==> src/rtl/serial_bit_feeder.sv <==
// Parallel-to-serial feeder: takes a WIDTH-bit word over valid/ready and emits it MSB first.
// Optional `SER_WORD_CNT_EN adds a 16-bit count of fully emitted words.
module serial_bit_feeder #(
    parameter int unsigned WIDTH = 10
) (
    input  logic             clk,
    input  logic             rst,
    input  logic [WIDTH-1:0] in_data,
    input  logic             in_valid,
    output logic             in_ready,
    input  logic             out_ready,
    output logic             out_bit,
    output logic             out_valid,
    output logic             out_first,
    output logic             out_last
`ifdef SER_WORD_CNT_EN
    ,
    output logic [15:0]      word_count
`endif
);

    localparam int unsigned CntW = (WIDTH > 1) ? $clog2(WIDTH) : 1;
    localparam logic [CntW-1:0] CntMax = CntW'(WIDTH - 1);

    typedef enum logic {
        StIdle,
        StShift
    } state_e;

    state_e           state_q, state_d;
    logic [WIDTH-1:0] shreg_q, shreg_d;
    logic [CntW-1:0]  cnt_q, cnt_d;
    logic             shifting;
    logic             accept;

    assign shifting  = (state_q == StShift);
    assign out_valid = shifting;
    assign out_bit   = shifting & shreg_q[WIDTH-1];
    assign out_first = shifting && (cnt_q == CntMax);
    assign out_last  = shifting && (cnt_q == '0);

    // Ready on the final bit lets the next word load without a bubble.
    assign in_ready  = !rst && ((state_q == StIdle) || (out_last && out_ready));
    assign accept    = in_valid && in_ready;

    always_comb begin
        state_d = state_q;
        shreg_d = shreg_q;
        cnt_d   = cnt_q;
        unique case (state_q)
            StIdle: begin
                if (accept) begin
                    shreg_d = in_data;
                    cnt_d   = CntMax;
                    state_d = StShift;
                end
            end
            StShift: begin
                if (out_ready) begin
                    if (cnt_q == '0) begin
                        if (accept) begin
                            shreg_d = in_data;
                            cnt_d   = CntMax;
                        end else begin
                            state_d = StIdle;
                        end
                    end else begin
                        shreg_d = shreg_q << 1;
                        cnt_d   = cnt_q - 1'b1;
                    end
                end
            end
            default: state_d = StIdle;
        endcase
    end

    always_ff @(posedge clk) begin
        if (rst) begin
            state_q <= StIdle;
            shreg_q <= '0;
            cnt_q   <= '0;
        end else begin
            state_q <= state_d;
            shreg_q <= shreg_d;
            cnt_q   <= cnt_d;
        end
    end

`ifdef SER_WORD_CNT_EN
    always_ff @(posedge clk) begin
        if (rst) begin
            word_count <= '0;
        end else if (out_valid && out_last && out_ready) begin
            word_count <= word_count + 16'd1;
        end
    end
`endif

endmodule

==> config.mk <==
export PLATFORM = sky130hd
export DESIGN_NAME = serial_bit_feeder
export DESIGN_NICKNAME = d
export VERILOG_FILES = /design/src/rtl/serial_bit_feeder.sv
export SDC_FILE = /design/constraint.sdc
export NUM_CORES = 1
export LEC_CHECK = 0
export CORE_MARGIN = 2
export CORE_UTILIZATION = 52
export DETAILED_ROUTE_END_ITERATION = 7
export PLACE_DENSITY = 0.82
export SETUP_SLACK_MARGIN = 0.1
export SYNTH_ARGS = -nofsm -noshare
export SYNTH_HDL_FRONTEND = slang
export SYNTH_SLANG_ARGS = --single-unit
==> constraint.sdc <==
create_clock -name clk -period 2.67 [get_ports clk]
set_clock_uncertainty 0.1 [all_clocks]
set_input_delay 0.4005 -clock clk [delete_from_list [all_inputs] [get_ports clk]]
set_output_delay 0.4005 -clock clk [all_outputs]
set_load 0.02 [all_outputs]
==> impl_metrics.toml <==
[grt]
grt_max_degree = 16
grt_usage_pct = 21.7
grt-ovfl-total = 0
grt_pass1_vias = 708
antenna_found_initial = 0
grt_pass1_wl_um = 3090

[pwr]
peakVddDrop_mv = 0.345
power_leakage_nw = 0.436
power_mw = 0.515
p_per_area_nw_per_um2 = 472

[sta]
rsz0062_at_grt = "false"
max-slew-margin-rel_pct = 72.6
totalNegativeSetupSlack_ns = 0
slew_violations = 0
setup_viol = 0
hold_viol = 0
hold_ws_ns = 0.387
post-route-period-util_pct = 91.0
fmax_mhz = 412
worstMarginPinSlew_ns = 0.411
period_needed_ns = 2.43
setup_ws_ns = 0.240

[clock_network]
clk_pin_slew_ns = 0.09
worst_skew_pair.late_latency_ns = 0.28
clock_sinks = 15
post-cts-setup-buffers = 0
cts_root_buf = "clkbuf_4"
numCtsBuffers = 3
clockBufferDepth = 2
cts_tree = "done"
htree_levels = 1

[synthesis]
synth_fa_ha_area_share_pct = 4.40
yosysSeqAreaShare_pct = 35.2
synthCells = 92
synth_top_family_by_area = "simple AND/OR/NAND/NOR gates"
synthMuxAreaShare_pct = 2.35
synth_fp_nets = 109
ys_ff_latch = 15
yosysWarningCount = 0
synthTopCellsByArea = "dfxtp_1 (35%), nor2b_1 (7.3%), a221o_1 (7.0%)"
yosys.area_share.simple_pct = 34.6
synth_compound_area_share_pct = 19.4
ys_types = 35
yosys.area_share.xor_xnor_pct = 0
netlist_area_um2 = 853
syn_area_per_cell_um2 = 9.28
yosysTopAreaCell = "dfxtp_1"
netlist.area_leader.share_pct = 35.2

[setup_path]
r2r_cells = 6
r2r_slack_ns = 0.82
crit_type = "reg -> out"
endpoint_kind = "output port"
r2r-end = "shreg_q[1]"
arrival_ns = 1.93
start_kind = "flip-flop"
r2r_start = "cnt_q[0]"
critPathRequiredTime_ns = 2.17
crit_path_max_fanout = 6

[floorplanning]
initial_core_util_pct = 56.0
io_pins = 19
dieArea_um2 = 1980
rows = 14
die_x_um = 44.5
die_y_um = 44.5
core_um2 = 1520

[hold_path]
hold_end = "shreg_q[5]"
min_path_type = "reg -> reg"
min-delay-start = "shreg_q[5]"
min_path_cells = 2

[final_layout]
diodes = 0
layout_commonest_cell = "clkdlybuf4s50_1"
final_cell_mix = "clkdlybuf4s50_1 (17), dfxtp_1 (15), nor2b_1 (10), a221o_1 (6)"
post-route-util_pct = 71.6
fin_nets = 132
design_area_um2 = 1090
area_delta_synth_final_pct = 27.9
drive_above_1_share_pct = 12.3
final_cells = 130

[routing]
ant_nets = 0
wl_um = 1800
first_iter_violations = 20
routed_via_density = 5.92
vias = 770
wl_per_cell_um = 13.9
dr.pass1.iters = 4
drc_errors = 0

[run]
max_cap_viol_count = 0

[placed_design]
pre_cts_ws_ns = 0.239
io_buffers = 18
placed_cell_area_um2 = 1060
dp.cells = 126
place_hpwl_um = 1350
place.gp.congestion = 0.850

[outcome]
status = "completed"
-- how the worst max path moves through the flow --
stage	from	end	slack, ns
floorplan	cnt_q[0]	in_ready	0.95
global placement	out_ready	in_ready	0.28
detailed placement	out_ready	in_ready	0.24
CTS	cnt_q[0]	in_ready	0.12
global route	cnt_q[0]	out_last	0.17
finish	cnt_q[0]	out_last	0.24
-- sequential cells by signal (all words and copies together), names as in the netlist --
signal,cells
shreg_q,10
cnt_q,4
out_valid,1
-- cells in the mapped netlist --
library cell,number
and4b_1,1
nor4_2,1
ha_1,3
a31oi_1,1
nand4_1,3
o311a_1,1
o211ai_4,1
and2_4,1
buf_6,1
mux2i_1,2
nand2b_1,2
clkbuf_1,1
dfxtp_1,15
and3_1,1
buf_2,1
and2_1,4
nor2_1,5
nand3_1,4
a21o_1,2
nand4bb_1,1
nor2b_1,10
a21oi_2,1
a32o_1,1
nor3b_1,3
o21ai_1,1
or3b_1,1
a211oi_1,2
a221oi_1,1
nand3_2,1
a21oi_1,1
inv_1,4
a221o_1,6
nand2_1,5
or4b_4,1
nor3_1,3
-- per-layer routing --
metal	vias to the layer above	track usage (%)	part of all wire [%]
met4	0	15.2	2.9
met5	-	0	0
met3	6	4.49	3.4
met1	364	27.4	48
met2	13	32.5	46
li1	387	-	-
-- report_power, final --
group	total [mW]	leakage, nW	switching (mW)	internal, mW
Combinational	0.128	0.295	0.0600	0.0680
Clock	0.132	0.0177	0.0760	0.0557
Sequential	0.255	0.123	0.0141	0.241
-- critical path, stage by stage (launching register included) --
cell             delay, ns
dfxtp_1               0.37
inv_1                 0.10
ha_1                  0.21
nor3b_2               0.22
and2_1                0.15
clkdlybuf4s50_1       0.59
-- cell type report --
class / count / area [um^2]
clock inverters: 1 / 5.00
inverters: 4 / 15.0
well taps: 16 / 20.0
repair buffers: 21 / 205
clock buffers: 3 / 22.5
fillers: 119 / 433
multi-input cells: 70 / 523
flip-flops and latches: 15 / 300
-- cell families (layout without fill, tap and decap cells) --
logic type,Yosys count,count (layout)
buf+inv,7,29
fa+ha+maj,3,3
simple gates,47,47
compound gates,18,18
flops,15,15
mux,2,2
-- repair_timing --
item | 4_1_cts | 5_1_grt
setup endpoints to repair | 0 | 2
hold buffers | 0 | 0
gates resized for setup | 0 | 2
No activity file was read; power rests on OpenSTA's default activity.
